$ cat config.mk
export PLATFORM = sky130hd
export DESIGN_NAME = mem_to_axi_bridge
export DESIGN_NICKNAME = d
export VERILOG_FILES = /design/src/rtl/mem_axi_bridge_pkg.sv /design/src/rtl/bridge_track_fifo.sv /design/src/rtl/mem_to_axi_bridge.sv
export SDC_FILE = /design/constraint.sdc
export NUM_CORES = 1
export LEC_CHECK = 0
export ABC_AREA = 0
export BUFFER_PORTS_ARGS = -buffer_cell sky130_fd_sc_hd__buf_2
export CELL_PAD_IN_SITES_DETAIL_PLACEMENT = 0
export CELL_PAD_IN_SITES_GLOBAL_PLACEMENT = 2
export CORE_AREA = 2 2 161 163
export CTS_BUF_LIST = sky130_fd_sc_hd__clkbuf_4
export CTS_CLUSTER_SIZE = 20
export DETAILED_ROUTE_END_ITERATION = 16
export DIE_AREA = 0 0 163 165
export HOLD_SLACK_MARGIN = 0.15
export PLACE_DENSITY_LB_ADDON = 0.15
export SKIP_LAST_GASP = 1
export SLEW_MARGIN = 20
export SYNTH_ARGS = -nofsm -noshare
export SYNTH_HDL_FRONTEND = slang
export SYNTH_SLANG_ARGS = --single-unit
$ cat constraint.sdc
create_clock -name clk_i -period 2.19 [get_ports clk_i]
set_input_delay 0.219 -clock clk_i [delete_from_list [all_inputs] [get_ports clk_i]]
set_output_delay 0.219 -clock clk_i [all_outputs]
set_load 0.02 [all_outputs]
$ cat src/rtl/mem_axi_bridge_pkg.sv
// Shared definitions for the mem_to_axi_bridge: op types, AXI code constants,
// issue-stage states and the AXI size helper.
package mem_axi_bridge_pkg;

    // Operation type stored in the tracking FIFO (bit value is s_mem_we).
    typedef enum logic {
        READ  = 1'b0,
        WRITE = 1'b1
    } op_e;

    // AXI burst and response codes.
    localparam logic [1:0] AXI_BURST_INCR  = 2'b01;
    localparam logic [1:0] AXI_RESP_OKAY   = 2'b00;
    localparam logic [1:0] AXI_RESP_EXOKAY = 2'b01;
    localparam logic [1:0] AXI_RESP_SLVERR = 2'b10;
    localparam logic [1:0] AXI_RESP_DECERR = 2'b11;

    // Fixed cache attribute: bufferable + modifiable.
    localparam logic [3:0] AXI_CACHE_ATTR = 4'b0011;

    // Issue stage: AWW means both AW and W still pending.
    typedef enum logic [2:0] {
        ISSUE_IDLE = 3'd0,
        ISSUE_AR   = 3'd1,
        ISSUE_AWW  = 3'd2,
        ISSUE_AW   = 3'd3,
        ISSUE_W    = 3'd4
    } issue_state_e;

    // AXI size code for a full-width beat (32 -> 2, 64 -> 3).
    function automatic logic [2:0] axi_size(input int data_width);
        return (data_width == 64) ? 3'd3 : 3'd2;
    endfunction

endpackage

$ cat src/rtl/bridge_track_fifo.sv
// Tracking FIFO for outstanding requests. DEPTH must be a power of two so the
// pointers wrap naturally; the caller never pushes when full or pops when empty.
module bridge_track_fifo #(
    parameter int WIDTH = 33,
    parameter int DEPTH = 4
) (
    input  logic             clk_i,
    input  logic             rst_ni,
    input  logic             push,
    input  logic [WIDTH-1:0] push_data,
    input  logic             pop,
    output logic [WIDTH-1:0] head,
    output logic             full,
    output logic             empty
);
    localparam int PW = $clog2(DEPTH);
    localparam int CW = PW + 1;

    logic [WIDTH-1:0] mem [DEPTH];
    logic [PW-1:0]    wr_ptr;
    logic [PW-1:0]    rd_ptr;
    logic [CW-1:0]    count;

    // Pointer and occupancy bookkeeping; push+pop together keeps count.
    always_ff @(posedge clk_i or negedge rst_ni) begin
        if (!rst_ni) begin
            wr_ptr <= '0;
            rd_ptr <= '0;
            count  <= '0;
        end else begin
            if (push) wr_ptr <= wr_ptr + 1'b1;
            if (pop)  rd_ptr <= rd_ptr + 1'b1;
            case ({push, pop})
                2'b10:   count <= count + 1'b1;
                2'b01:   count <= count - 1'b1;
                default: count <= count;
            endcase
        end
    end

    // Storage needs no reset: empty is tracked by count alone.
    always_ff @(posedge clk_i) begin
        if (push) mem[wr_ptr] <= push_data;
    end

    assign head  = mem[rd_ptr];
    assign full  = (count == CW'(DEPTH));
    assign empty = (count == '0);

endmodule

$ cat src/rtl/mem_to_axi_bridge.sv
// Core memory-port to AXI4 bridge. One request in the issue stage at a time,
// up to MAX_OUTSTANDING responses tracked in order, single-beat transfers only.
// Optional error capture is compiled in with MEM_AXI_BRIDGE_ERR_CAPTURE_EN.
module mem_to_axi_bridge
    import mem_axi_bridge_pkg::*;
#(
    parameter int ADDR_WIDTH      = 32,
    parameter int DATA_WIDTH      = 32,
    parameter int ID_WIDTH        = 6,
    parameter int MAX_OUTSTANDING = 4
) (
    input  logic                    clk_i,
    input  logic                    rst_ni,
    input  logic                    s_mem_req,
    output logic                    s_mem_gnt,
    input  logic [ADDR_WIDTH-1:0]   s_mem_addr,
    input  logic                    s_mem_we,
    input  logic [DATA_WIDTH/8-1:0] s_mem_be,
    input  logic [DATA_WIDTH-1:0]   s_mem_wdata,
    output logic                    s_mem_valid,
    output logic [DATA_WIDTH-1:0]   s_mem_rdata,
    output logic                    s_mem_error,
    output logic                    m_axi_awvalid,
    input  logic                    m_axi_awready,
    output logic [ADDR_WIDTH-1:0]   m_axi_awaddr,
    output logic [ID_WIDTH-1:0]     m_axi_awid,
    output logic [7:0]              m_axi_awlen,
    output logic [2:0]              m_axi_awsize,
    output logic [1:0]              m_axi_awburst,
    output logic [3:0]              m_axi_awcache,
    output logic [2:0]              m_axi_awprot,
    output logic                    m_axi_awlock,
    output logic [3:0]              m_axi_awqos,
    output logic [3:0]              m_axi_awregion,
    output logic                    m_axi_wvalid,
    input  logic                    m_axi_wready,
    output logic [DATA_WIDTH-1:0]   m_axi_wdata,
    output logic [DATA_WIDTH/8-1:0] m_axi_wstrb,
    output logic                    m_axi_wlast,
    input  logic                    m_axi_bvalid,
    output logic                    m_axi_bready,
    input  logic [1:0]              m_axi_bresp,
    input  logic [ID_WIDTH-1:0]     m_axi_bid,
    output logic                    m_axi_arvalid,
    input  logic                    m_axi_arready,
    output logic [ADDR_WIDTH-1:0]   m_axi_araddr,
    output logic [ID_WIDTH-1:0]     m_axi_arid,
    output logic [7:0]              m_axi_arlen,
    output logic [2:0]              m_axi_arsize,
    output logic [1:0]              m_axi_arburst,
    output logic [3:0]              m_axi_arcache,
    output logic [2:0]              m_axi_arprot,
    output logic                    m_axi_arlock,
    output logic [3:0]              m_axi_arqos,
    output logic [3:0]              m_axi_arregion,
    input  logic                    m_axi_rvalid,
    output logic                    m_axi_rready,
    input  logic [DATA_WIDTH-1:0]   m_axi_rdata,
    input  logic [1:0]              m_axi_rresp,
    input  logic [ID_WIDTH-1:0]     m_axi_rid,
    input  logic                    m_axi_rlast,
    output logic                    err_irq_o,
    output logic [ADDR_WIDTH-1:0]   err_addr_o,
    input  logic                    err_clr_i
);
    localparam logic [2:0] AXI_SIZE = axi_size(DATA_WIDTH);

    // Handshake rule on every channel: a transfer happens on a rising edge
    // where valid and ready are both high; valid, once raised, holds its
    // payload stable until that edge; ready never waits on valid.

    issue_state_e state;
    issue_state_e state_next;

    logic [ADDR_WIDTH-1:0]   req_addr;
    logic [DATA_WIDTH-1:0]   req_wdata;
    logic [DATA_WIDTH/8-1:0] req_be;

    logic                    fifo_full;
    logic                    fifo_empty;
    logic [ADDR_WIDTH:0]     fifo_head;
    op_e                     head_op;
    logic [ADDR_WIDTH-1:0]   head_addr;
    logic                    r_hs;
    logic                    b_hs;
    logic                    rsp_pop;

    // Acceptance: idle issue stage and room to track the response.
    assign s_mem_gnt = rst_ni & s_mem_req & (state == ISSUE_IDLE) & ~fifo_full;

    // Issue-stage state register.
    always_ff @(posedge clk_i or negedge rst_ni) begin
        if (!rst_ni) state <= ISSUE_IDLE;
        else         state <= state_next;
    end

    // Issue-stage next state: AW and W retire independently.
    always_comb begin
        state_next = state;
        case (state)
            ISSUE_IDLE: if (s_mem_gnt) state_next = s_mem_we ? ISSUE_AWW : ISSUE_AR;
            ISSUE_AR:   if (m_axi_arready) state_next = ISSUE_IDLE;
            ISSUE_AWW: begin
                if (m_axi_awready && m_axi_wready) state_next = ISSUE_IDLE;
                else if (m_axi_awready)            state_next = ISSUE_W;
                else if (m_axi_wready)             state_next = ISSUE_AW;
            end
            ISSUE_AW:   if (m_axi_awready) state_next = ISSUE_IDLE;
            ISSUE_W:    if (m_axi_wready)  state_next = ISSUE_IDLE;
            default:    state_next = ISSUE_IDLE;
        endcase
    end

    // Issue-stage outputs: channel valids decoded from state.
    always_comb begin
        m_axi_arvalid = (state == ISSUE_AR);
        m_axi_awvalid = (state == ISSUE_AWW) || (state == ISSUE_AW);
        m_axi_wvalid  = (state == ISSUE_AWW) || (state == ISSUE_W);
    end

    // Capture request payload at acceptance; held while the issue stage is busy.
    always_ff @(posedge clk_i or negedge rst_ni) begin
        if (!rst_ni) begin
            req_addr  <= '0;
            req_wdata <= '0;
            req_be    <= '0;
        end else if (s_mem_gnt) begin
            req_addr  <= s_mem_addr;
            req_wdata <= s_mem_wdata;
            req_be    <= s_mem_be;
        end
    end

    assign m_axi_awaddr   = req_addr;
    assign m_axi_awid     = '0;
    assign m_axi_awlen    = 8'd0;
    assign m_axi_awsize   = AXI_SIZE;
    assign m_axi_awburst  = AXI_BURST_INCR;
    assign m_axi_awcache  = AXI_CACHE_ATTR;
    assign m_axi_awprot   = 3'd0;
    assign m_axi_awlock   = 1'b0;
    assign m_axi_awqos    = 4'd0;
    assign m_axi_awregion = 4'd0;
    assign m_axi_wdata    = req_wdata;
    assign m_axi_wstrb    = req_be;
    assign m_axi_wlast    = 1'b1;
    assign m_axi_araddr   = req_addr;
    assign m_axi_arid     = '0;
    assign m_axi_arlen    = 8'd0;
    assign m_axi_arsize   = AXI_SIZE;
    assign m_axi_arburst  = AXI_BURST_INCR;
    assign m_axi_arcache  = AXI_CACHE_ATTR;
    assign m_axi_arprot   = 3'd0;
    assign m_axi_arlock   = 1'b0;
    assign m_axi_arqos    = 4'd0;
    assign m_axi_arregion = 4'd0;

    bridge_track_fifo #(
        .WIDTH (ADDR_WIDTH + 1),
        .DEPTH (MAX_OUTSTANDING)
    ) u_track_fifo (
        .clk_i     (clk_i),
        .rst_ni    (rst_ni),
        .push      (s_mem_gnt),
        .push_data ({s_mem_we, s_mem_addr}),
        .pop       (rsp_pop),
        .head      (fifo_head),
        .full      (fifo_full),
        .empty     (fifo_empty)
    );

    assign head_op   = op_e'(fifo_head[ADDR_WIDTH]);
    assign head_addr = fifo_head[ADDR_WIDTH-1:0];

    // Only the channel matching the oldest request may complete.
    assign m_axi_rready = !fifo_empty && (head_op == READ);
    assign m_axi_bready = !fifo_empty && (head_op == WRITE);
    assign r_hs    = m_axi_rvalid && m_axi_rready;
    assign b_hs    = m_axi_bvalid && m_axi_bready;
    assign rsp_pop = r_hs || b_hs;

    // One-cycle response pulse to the core; rdata is zero unless a read returns.
    always_ff @(posedge clk_i or negedge rst_ni) begin
        if (!rst_ni) begin
            s_mem_valid <= 1'b0;
            s_mem_rdata <= '0;
            s_mem_error <= 1'b0;
        end else begin
            s_mem_valid <= rsp_pop;
            s_mem_rdata <= r_hs ? m_axi_rdata : '0;
            s_mem_error <= (r_hs && m_axi_rresp[1]) || (b_hs && m_axi_bresp[1]);
        end
    end

    // Response sideband the bridge has no use for (single ID, single beat).
    logic unused_rsp_bits;
    assign unused_rsp_bits = ^{m_axi_rid, m_axi_bid, m_axi_rlast,
                               m_axi_rresp[0], m_axi_bresp[0]};

`ifdef MEM_AXI_BRIDGE_ERR_CAPTURE_EN
    logic err_hs;
    assign err_hs = (r_hs && m_axi_rresp[1]) || (b_hs && m_axi_bresp[1]);

    // Sticky first-error capture; a new error in the clear cycle re-arms it.
    always_ff @(posedge clk_i or negedge rst_ni) begin
        if (!rst_ni) begin
            err_irq_o  <= 1'b0;
            err_addr_o <= '0;
        end else if (err_hs && (!err_irq_o || err_clr_i)) begin
            err_irq_o  <= 1'b1;
            err_addr_o <= head_addr;
        end else if (err_clr_i) begin
            err_irq_o  <= 1'b0;
            err_addr_o <= '0;
        end
    end
`else
    assign err_irq_o  = 1'b0;
    assign err_addr_o = '0;

    logic unused_err_bits;
    assign unused_err_bits = ^{err_clr_i, head_addr};
`endif

endmodule

==> metrics.md, run 1 <==
| Metric | Value |
|---|---|
| Pwr/cell area | `1240 mW/mm^2` |
| Register bit count reported by yosys | `116` |
| Sink Count | `116` |
| Largest net degree at the start of global routing | `62` |
| Post-synth EDFFs | `4` |
| Synth unique cells | `34` |
| First-pass GRT wire length | `21500 um` |
| Mean Syn Cell Area | `12.8 um^2` |
| Worst Path Max Fanout | `3` |
| Layer with the highest usage | `met2` |
| Filler Cell Count | `2571` |
| Max cap viols | `0` |
| TritonCTS clock tree | `done` |
| Reg2reg start | `u_track_fifo.rd_ptr[1]` |
| Worst Setup Start Kind | `register` |
| Fin. max-slew vios | `0` |
| Mapped cell area | `0.00547 mm^2` |
| Status | `finished with violations` |
| Iteration-0 DRC Markers | `63` |
| FFs w/ async S/R, synth | `96.6%` |
| Global-route total usage across every layer | `10.6%` |
| IO buf count | `250` |
| Layout area overhead | `49.8%` |
| Row cnt | `58` |
| Register area share after synthesis | `53.5%` |
| Detail Placement HPWL | `10700 um` |
| Total Wirelength | `15300 um` |
| Die width | `163 um` |
| Die Span Y | `165 um` |
| PnR Total Power | `10.2 mW` |
| Via count | `4124` |
| Vias/cell | `3.63` |
| Tcrit/Tclk final | `100%` |
| Final ANT Viol Nets | `0` |
| Initial antenna violation count | `2` |
| Layout Utilization | `32.7%` |
| Hold crit path type | `primary input to register` |
| # IOs | `371` |
| Post-synth top flop | `dfrtp_1` |
| Met1 Resource Use GR | `11.0%` |
| Cells after synthesis | `428` |
| Clk Latency, worst-skew pair | `0.50 ns` |
| Relative slew margins | `44.0%` |
| H-tree depth | `4` |
| Worst clock skew | `0.0270 ns` |
| GR Layer Usage met2 | `20.0%` |
| Violated checks | `setup timing` |
| Crit path launch | `u_track_fifo.rd_ptr[1]` |
| Root Driver | `clkbuf_4` |
| Critical path arrival | `2.63 ns` |
| Std-Cell Core Area | `0.0250 mm^2` |
| HP Start | `s_mem_req` |
| Setup violators final | `1` |
| Worst setup margin | `-0.00809 ns` |
| Hold Slack | `0.303 ns` |
| Vias in the first global route | `4107` |
| Drt drc | `0` |
| Syn. warnings | `0` |
| M3 GR Usage | `3.74%` |
| TritonRoute pass-1 iters | `4` |
| Min cycle time layout | `2.20 ns` |
| Nets | `924` |
| Die area | `0.0269 mm^2` |
| CP Capture Type | `register` |
| Fraction of layout instances using a drive strength above 1 | `44.7%` |
| Worst IR Drop VDD | `0.661 mV` |
| Critical path required time | `2.62 ns` |
| RSZ-0062 raised after global routing | `true` |
| LEAKAGE | `4.30 nW` |
| Slew @ Worst Pin | `0.839 ns` |
| Clock-pin transition on the worst setup and hold timing paths | `0.12 ns` |
| Hold Vio Cnt, Final | `0` |
| Drt wl/cell | `13.5 um` |
| Starting density of the core | `21.8%` |
| Clk buf depth | `2` |
| WS Path Type | `register to register` |
| Gpl congestion | `0.694` |
| Remaining Overflow, GRT | `0` |
| Total CTS buffers | `17` |
| Max Clk Rate | `455 MHz` |
-- sequential cells by signal, summed over array words and instances (netlist names) --
name and count:
m_axi_araddr 32, m_axi_wdata 32, s_mem_rdata 32, m_axi_wstrb 4, u_track_fifo.mem 4, state 3, u_track_fifo.count 3, u_track_fifo.rd_ptr 2
u_track_fifo.wr_ptr 2, s_mem_error 1, s_mem_valid 1
-- where the power goes --
group	total (mW)	switching (mW)	internal, mW	leakage [nW]
clock	1.59	0.868	0.718	0.149
combinational	5.11	2.95	2.16	2.73
sequential	3.48	0.479	3.01	1.42
total	10.2	4.29	5.88	4.30
-- kinds of logic after synthesis --
group | after synthesis | synth area share (%)
AO/OA/AOI/OAI | 8 | 0.962
XOR/XNOR | 5 | 0.801
adder cells (fa/ha/maj) | 6 | 1.51
buffers and inverters | 159 | 21.5
flip-flops | 116 | 53.5
multiplexers | 76 | 15.5
other | 2 | 0.137
AND/OR/NAND/NOR | 56 | 6.14
-- routing by layer --
| metal | part of all wire (%) | wire length (um) |
|---|---|---|
| met5 | 0 | 0 |
| met4 | 1.4 | 209 |
| met3 | 7.3 | 1110 |
| met2 | 54 | 8290 |
| met1 | 37 | 5730 |
-- synthesized netlist by cell type (all sizes together), types with 3 or more instances --
master  count  area [um^2]
mux2i       6         60.1
xor2        3         26.3
ha          5         62.6
edfxtp      4          120
a21oi       3         15.0
mux2       70          788
clkbuf      7         26.3
and2        4         25.0
nor2b       4         25.0
inv         7         26.3
and3       33          206
nor2        5         18.8
buf       144         1110
dfrtp     112         2800
or2         3         18.8
-- worst paths after layout --
| kind | slack, ns | to | cells after the start |
|---|---|---|---|
| max | -0.008 | u_track_fifo.count[2] | 10 |
| max in group asynchronous | 0.39 | m_axi_wdata[6] | 4 |
| max reg2reg | -0.008 | u_track_fifo.count[2] | 10 |
| min | 0.30 | state[0] | 6 |
| min reg2reg | 0.50 | m_axi_wdata[2] | 1 |
| min in group asynchronous | 0.57 | s_mem_rdata[6] | 3 |
-- final cells by class --
cell class / count / area (um^2) / share of cell area [%]
multi-input combinational: 255 / 1770 / 21.6
clock buffer: 20 / 150 / 1.83
antenna: 2 / 5.00 / 0.0611
tap: 330 / 413 / 5.04
clock inverter: 12 / 133 / 1.62
timing repair buffer: 393 / 2750 / 33.6
inverter: 8 / 42.5 / 0.520
sequential: 116 / 2920 / 35.7
-- worst max-delay path, stage by stage, from the launching register on --
cell and delay, ns:
dfrtp_1 0.42, mux2i_1 0.16, mux2_4 0.28, mux2i_1 0.14
nor2_1 0.15, ha_2 0.21, inv_2 0.04, fa_2 0.33
xor2_1 0.16, nor2_1 0.11, xor2_1 0.15
-- metrics by stage --
stage | setup TNS [ns] | cell area (um^2) | cells | setup slack [ns]
3_3_place_gp | -0.00157 | 6540 | 976 | -0.00157
6_report | -0.00809 | 8190 | 1136 | -0.00809
3_5_place_dp | -0.0285 | 6540 | 976 | -0.0285
5_1_grt | -1.97 | 8190 | 1135 | -0.234
2_1_floorplan | 0 | 5850 | 530 | 0.0441
4_1_cts | -0.0801 | 8070 | 1128 | -0.0425
-- layout by cell type (no fill, tap or decap), types with 3 or more instances in the layout --
master	count
nor2_1	5
dlygate4sd3_1	112
inv_1	5
dfrtp_1	112
edfxtp_1	4
xor2_1	3
clkinvlp_4	3
mux2_2	36
clkinv_4	3
buf_8	3
clkinv_2	3
nor2b_1	3
conb_1	104
buf_4	22
buf_2	247
a21oi_1	3
and3_1	33
and2_1	4
clkbuf_4	20
buf_12	4
mux2i_1	6
ha_1	4
mux2_1	33
-- what timing repair did --
action	4_1_cts	5_1_grt
endpoints found under the hold margin	170	0
buffers inserted	8	3
pin swaps	2	1
gates resized for setup	10	7
hold buffers	112	0
setup endpoints to repair	3	36
gates cloned	1	3
Power figures use the tool's default switching activity.
==> run 2, diff against run 1 <==
- TNS_END_PERCENT: unset -> 50
==> metrics.md, run 2 (synthesized netlist as in run 1, its figures left out) <==
| Metric | Value |
|---|---|
| Status | `finished with violations` |
| Violated checks | `setup timing` |
| Layout Utilization | `33.0% (+0.27 points)` |
| Worst setup margin | `-0.0480 ns (-0.0399 ns)` |
| Remaining Overflow, GRT | `0 (unchanged)` |
| WS Path Type | `register to register` |
| CP Capture Type | `register` |
| Max cap viols | `0 (unchanged)` |
| Worst Setup Start Kind | `register` |
| Starting density of the core | `21.8% (unchanged)` |
| Worst Path Max Fanout | `3 (unchanged)` |
| Hold Vio Cnt, Final | `0 (unchanged)` |
| Multi-input logic area | `0.00177 mm^2 (+0.28%)` |
| Die width | `163 um (unchanged)` |
| Total CTS buffers | `17 (unchanged)` |
| Total Wirelength | `15300 um (-0.59%)` |
| Relative slew margins | `44.3% (+0.28 points)` |
| Detail Placement HPWL | `10700 um (unchanged)` |
| Drt wl/cell | `13.4 um (-1.0%)` |
| IO buf count | `250 (unchanged)` |
| PnR Total Power | `10.4 mW (+1.8%)` |
| Commonest non-fill, non-tap cells in the layout | `buf_2 (247), dlygate4sd3_1 (112), dfrtp_1 (112)` |
| First-pass GRT wire length | `21400 um (-0.42%)` |
| Critical path required time | `2.61 ns (about the same)` |
| Largest net degree at the start of global routing | `62 (unchanged)` |
| Drt drc | `0 (unchanged)` |
| Gpl congestion | `0.694 (unchanged)` |
| Hold crit path type | `primary input to register` |
| Dpl ws | `-0.0285 ns (unchanged)` |
| Filler Cell Count | `2574 (+0.12%)` |
| Worst reg2reg setup slack | `-0.05 ns (-0.04 ns)` |
| Worst Hold Path EP | `state[0]` |
| Min cycle time layout | `2.24 ns (+0.0399 ns)` |
| Fraction of layout instances using a drive strength above 1 | `45.1% (+0.47 points)` |
| Reg area | `0.00292 mm^2 (unchanged)` |
| LEAKAGE | `4.33 nW (+0.78%)` |
| Sink Count | `116 (unchanged)` |
| Slew @ Worst Pin | `0.835 ns (-0.00420 ns)` |
| Die area | `0.0269 mm^2 (unchanged)` |
| Root Driver | `clkbuf_4` |
| Critical path arrival | `2.66 ns (+0.03 ns)` |
| Vias in the first global route | `4103 (-0.097%)` |
| Worst IR Drop VDD | `0.660 mV (-0.19%)` |
| Via count | `4144 (+0.48%)` |
| Commonest non-fill, non-tap cell in the layout | `buf_2` |
| Clk buf depth | `2 (unchanged)` |
| Pwr/cell area | `1260 mW/mm^2 (+0.99%)` |
| Layout area overhead | `51.1%` |
| Reg2reg start | `u_track_fifo.rd_ptr[1]` |
| HP Start | `s_mem_req` |
| Final ANT Viol Nets | `0 (unchanged)` |
| Initial antenna violation count | `2 (unchanged)` |
| TritonCTS clock tree | `done` |
| Vias/cell | `3.63 (about the same)` |
| # IOs | `371 (unchanged)` |
| Iteration-0 DRC Markers | `60 (-4.8%)` |
| Tcrit/Tclk final | `102% (+1.8 points)` |
| Die Span Y | `165 um (unchanged)` |
| Global-route total usage across every layer | `10.6% (-0.060 points)` |
| RSZ-0062 raised after global routing | `true` |
| Nets | `929 (+0.54%)` |
| Max Clk Rate | `447 MHz (-1.8%)` |
| Critical R2R Capture | `u_track_fifo.count[2]` |
| Clk Latency, worst-skew pair | `0.50 ns (about the same)` |
| Worst reg2reg path depth | `10 (unchanged)` |
| Setup violators final | `2 (+1)` |
| TritonRoute pass-1 iters | `5 (+1)` |
| Worst clock skew | `0.0267 ns (-0.000260 ns)` |
| Hold depth | `5 (-1)` |
| Fin. max-slew vios | `0 (unchanged)` |
| Row cnt | `58 (unchanged)` |
| Std-Cell Core Area | `0.0250 mm^2 (unchanged)` |
| Clock-pin transition on the worst setup and hold timing paths | `0.11 ns (about the same)` |
| H-tree depth | `4 (unchanged)` |
## run 2: changes by cell type in the layout (fill, tap and decap cells not counted), sizes merged
cell,before,now
clkbuf,22,23
buf,278,282
## run 2: critical path: stages (launching register included)
cell and delay (ns):
dfrtp_1 0.42, mux2i_1 0.16, mux2_4 0.29, mux2i_1 0.14, nor2_1 0.16, ha_2 0.22
inv_2 0.04, fa_2 0.33, xor2_1 0.14, nor2_1 0.12, xor2_1 0.15
## run 2: timing repair
action / CTS / global route
setup endpoints to repair: 3 / 38
hold endpoints to repair: 170 / 0
cloned: 1 / 3
pin swaps: 1 / 5
hold buffers: 112 / 0
setup buffers: 6 / 10
resized for setup: 6 / 15
## run 2: how the worst max path moves through the flow
stage                      startpoint               endpoint  cells after the start
2_1_floorplan  u_track_fifo.rd_ptr[1]  u_track_fifo.count[2]                     10
5_1_grt        u_track_fifo.rd_ptr[1]  u_track_fifo.count[2]                     10
3_5_place_dp   u_track_fifo.rd_ptr[1]  u_track_fifo.count[2]                     10
3_3_place_gp   u_track_fifo.rd_ptr[1]  u_track_fifo.count[2]                     10
4_1_cts        u_track_fifo.rd_ptr[1]           m_axi_rready                      6
6_report       u_track_fifo.rd_ptr[1]  u_track_fifo.count[2]                     10
## run 2: per-layer routing
| layer | share of wire, % | track usage (%) |
|---|---|---|
| met2 | 54 | 20.0 |
| met1 | 37 | 10.8 |
| met4 | 1.4 | 3.42 |
| met3 | 7.2 | 3.74 |
| met5 | 0 | 0 |
## run 2: area by class of cell
class | instances | area share (%)
flip-flops and latches | 116 | 35.4
repair buffers | 398 | 34.1
multi-input cells | 255 | 21.5
well taps | 330 | 5.00
clock buffers | 20 | 1.82
clock inverters | 12 | 1.61
inverters | 8 | 0.515
diodes | 2 | 0.0606
## run 2: report_power, final
part	total (mW)	leakage, nW	switching (mW)	internal (mW)
Clock	1.58	0.149	0.862	0.718
Sequential	3.49	1.42	0.479	3.01
Combinational	5.30	2.76	2.99	2.31
Total	10.4	4.33	4.33	6.03
## run 2: metrics by stage
stage | area [um^2] | TNS (ns) | std cells | hold WS [ns]
after floorplan | 5850 | 0 | 530 | -0.0766
after global placement | 6540 | -0.00157 | 976 | 0.437
after detailed placement | 6540 | -0.0285 | 976 | 0.439
after CTS | 8040 | -0.166 | 1126 | 0.180
after global routing | 8250 | -1.90 | 1140 | 0.181
final | 8260 | -0.0660 | 1141 | 0.222
==> run 3, diff against run 2 <==
- ABC_AREA: 0 -> 1
- CORE_AREA: 2 2 161 163 -> 2 2 167 169
- DIE_AREA: 0 0 163 165 -> 0 0 169 171
==> metrics.md, run 3 <==
| Metric | Value |
|---|---|
| Mapped cell area | `0.00562 mm^2 (+2.9%)` |
| CP Capture Type | `output pin` |
| Commonest non-fill, non-tap cells in the layout | `buf_2 (249), nand2_1 (227), dlygate4sd3_1 (118)` |
| Via count | `4599 (+11%)` |
| Internal cell power | `5.18 mW (-14%)` |
| FFs w/ async S/R, synth | `96.6% (unchanged)` |
| Layout area overhead | `43.8%` |
| Nets | `1107 (+19%)` |
| Vias/cell | `3.45 (-5.1%)` |
| Commonest cells in the netlist | `nand2_1 (227), buf_4 (137), dfrtp_1 (112)` |
| Relative slew margins | `38.2% (-6.1 points)` |
| Root Driver | `clkbuf_4` |
| Setup violators final | `0 (-2)` |
| Post-synth top area share | `49.8% (-1.4 points)` |
| PnR Total Power | `9.68 mW (-6.6%)` |
| Slew @ Worst Pin | `0.927 ns (+0.0915 ns)` |
| Global-route total usage across every layer | `10.4% (-0.12 points)` |
| Final instance area | `0.00809 mm^2 (-2.0%)` |
| # IOs | `371 (unchanged)` |
| Area leader, netlist | `dfrtp_1` |
| Clk Latency, worst-skew pair | `0.52 ns (+0.02 ns)` |
| H-tree depth | `4 (unchanged)` |
| Worst reg2reg setup slack | `0.15 ns (+0.20 ns)` |
| Hold depth | `8 (+3)` |
| Register bit count reported by yosys | `116 (unchanged)` |
| Critical Path Most Common Cell | `inv_2` |
| Critical path arrival | `1.84 ns (-0.82 ns)` |
| Sw Pwr | `4.50 mW (+4.0%)` |
| WP buf/inv | `4 (+3)` |
| Clock share of power | `16.9% (+1.7 points)` |
| Die width | `169 um (+3.7%)` |
| Cells after synthesis | `632 (+48%)` |
| TritonRoute pass-1 iters | `4 (-1)` |
| Largest net degree at the start of global routing | `74 (+19%)` |
| Tcrit/Tclk final | `93.9% (-8.3 points)` |
| TritonCTS clock tree | `done` |
| Fraction of layout instances using a drive strength above 1 | `30.6% (-15 points)` |
| Sink Count | `116 (unchanged)` |
| Commonest non-fill, non-tap cell in the layout | `buf_2` |
| Clock-pin transition on the worst setup and hold timing paths | `0.14 ns (+0.03 ns)` |
| Total CTS buffers | `17 (unchanged)` |
| Die area | `0.0289 mm^2 (+7.5%)` |
| Register area share after synthesis | `52.0% (-1.5 points)` |
| Synth unique cells | `24 (-29%)` |
| Gpl congestion | `0.661 (-4.8%)` |
| Detail Placement HPWL | `10600 um (-0.32%)` |
| Worst Hold Path EP | `state[0]` |
| Worst clock skew | `0.0272 ns (+0.000437 ns)` |
| Iteration-0 DRC Markers | `145 (+140%)` |
| Hold Vio Cnt, Final | `0 (unchanged)` |
| Starting density of the core | `20.6% (-1.3 points)` |
| Hold crit path type | `primary input to register` |
| Worst reg2reg path depth | `5 (-5)` |
| Vias in the first global route | `4450 (+8.5%)` |
| Status | `completed` |
| Clk buf depth | `2 (unchanged)` |
| CP max-delay cell | `dfrtp_1` |
| Main area contributors after synthesis | `dfrtp_1 (50%), buf_4 (18%), nand2_1 (15%), inv_1 (3.2%), nor2_1 (2.4%)` |
| Worst setup margin | `0.134 ns (+0.182 ns)` |
| Std-Cell Core Area | `0.0273 mm^2 (+9.1%)` |
| Sw frac | `46.5% (+4.7 points)` |
| Worst Path Max Fanout | `10 (+7)` |
| Final ANT Viol Nets | `0 (unchanged)` |
| Max stage delay on crit path | `0.47 ns (+0.05 ns)` |
| Syn. warnings | `0 (unchanged)` |
| Total Wirelength | `15600 um (+2.3%)` |
| Dpl ws | `0.152 ns (+0.180 ns)` |
| Drt wl/cell | `11.7 um (-12%)` |
| Post-synth EDFFs | `4 (unchanged)` |
| Max cap viols | `0 (unchanged)` |
| LEAKAGE | `4.69 nW (+8.2%)` |
| RSZ-0062 raised after global routing | `true` |
| Combinational share of power | `47.6% (-3.5 points)` |
| Worst IR Drop VDD | `0.351 mV (-47%)` |
| Most common cell in the netlist | `nand2_1` |
| First-pass GRT wire length | `23300 um (+9.2%)` |
| Pwr/cell area | `1200 mW/mm^2 (-4.6%)` |
| Min cycle time layout | `2.06 ns (-0.182 ns)` |
| Max Clk Rate | `486 MHz (+8.9%)` |
| Mean Syn Cell Area | `8.90 um^2 (-30%)` |
| Remaining Overflow, GRT | `0 (unchanged)` |
| Fin. max-slew vios | `0 (unchanged)` |
| Drt drc | `0 (unchanged)` |
| Row cnt | `61 (+5.2%)` |
| Reg2reg start | `state[0]` |
| Worst Setup Start Kind | `register` |
| Crit-path cells | `inv_2 -> nand3_2 -> inv_2 -> nand4_4 -> inv_4 -> buf_2` |
| Kind of cell adding the most delay to the critical path | `buffers and inverters` |
| Die Span Y | `171 um (+3.6%)` |
| Initial antenna violation count | `1 (-1)` |
| Layout Utilization | `29.6% (-3.4 points)` |
| Sequential power share | `35.5% (+1.9 points)` |
| Post-synth top flop | `dfrtp_1` |
| Setup tns final | `0 ns (+0.0660 ns)` |
| Critical path required time | `1.97 ns (-0.64 ns)` |
| Critical R2R Capture | `state[2]` |
| IO buf count | `250 (unchanged)` |
| WS Path Type | `register to output pin` |
| HP Start | `m_axi_arready` |
| Placed cell area | `0.00662 mm^2 (+1.2%)` |
[run 3: cell types whose count changed after synthesis, moves of 5 or more]
cell      change
mux2_1       -33
nor2_1       +31
inv_2         +5
mux2_2       -37
inv_1        +42
buf_6         +9
and3_1       -33
buf_2         +7
nand3_1      +10
nand2_1     +225
mux2i_1       -6
clkbuf_1      -7
[run 3: cell type report]
cell class                      instances  area [um^2]
Inverter                               54          205
Clock buffer                           17          128
Fill cell                            3015        19200
Antenna cell                            1         2.50
Timing Repair Buffer                  375         2520
Multi-Input combinational cell        410         1720
Tap cell                              346          433
Clock inverter                         15          154
Sequential cell                       116         2920
[run 3: power groups by stage]
stage               combinational [mW]  clock [mW]  sequential [mW]
finish                            4.61        1.63             3.44
global route                      5.10        1.85             3.55
CTS                               4.69        1.76             3.46
detailed placement                4.48           0             3.49
global placement                  4.53           0             3.50
floorplan                         2.50           0             4.34
[run 3: metrics by stage]
stage,instances,hold WS [ns]
2_1_floorplan,734,-0.0766
3_3_place_gp,1183,0.415
3_5_place_dp,1183,0.402
4_1_cts,1333,0.152
5_1_grt,1334,0.232
6_report,1334,0.234
[run 3: cell families (layout without fill, tap and decap cells)]
| group | Yosys count | in the layout | synth area share, % |
|---|---|---|---|
| compound gates | 7 | 7 | 0.623 |
| xor+xnor | 4 | 4 | 0.623 |
| fa+ha+maj | 6 | 6 | 1.47 |
| buf+inv | 208 | 461 | 24.5 |
| flops | 116 | 116 | 52.0 |
| other cells | 2 | 105 | 0.134 |
| simple gates | 289 | 289 | 20.6 |
[run 3: worst register-to-register path, stage by stage, from the launching register on]
cell and delay, ns:
dfrtp_1 0.47, nor3_2 0.26, nand3_1 0.09, dlygate4sd3_1 0.56
nand2_1 0.06, dlygate4sd3_1 0.54
[run 3: worst max path at each step]
stage	start	to	slack [ns]	depth (start not counted)
global route	state[0]	s_mem_gnt	-0.05	6
detailed placement	u_track_fifo.rd_ptr[0]	u_track_fifo.count[2]	0.15	12
finish	state[0]	s_mem_gnt	0.13	6
global placement	u_track_fifo.rd_ptr[0]	u_track_fifo.count[2]	0.12	12
floorplan	u_track_fifo.rd_ptr[0]	u_track_fifo.count[2]	0.18	11
CTS	state[0]	s_mem_gnt	0.05	6
[run 3: what timing repair did]
action,in CTS,in global routing
endpoints found under the setup margin,1,3
hold buffers,118,0
buffers inserted,0,0
hold endpoints to repair,223,0
gates resized for setup,1,1
[run 3: metal layers]
layer  global-route usage, %  vias up  part of all wire (%)
li1                        -     2331                     -
met1                    13.4     2045                    45
met2                    16.3      210                    45
met3                    3.59       13                   8.7
met4                    3.79        0                   1.3
met5                       0        -                     0
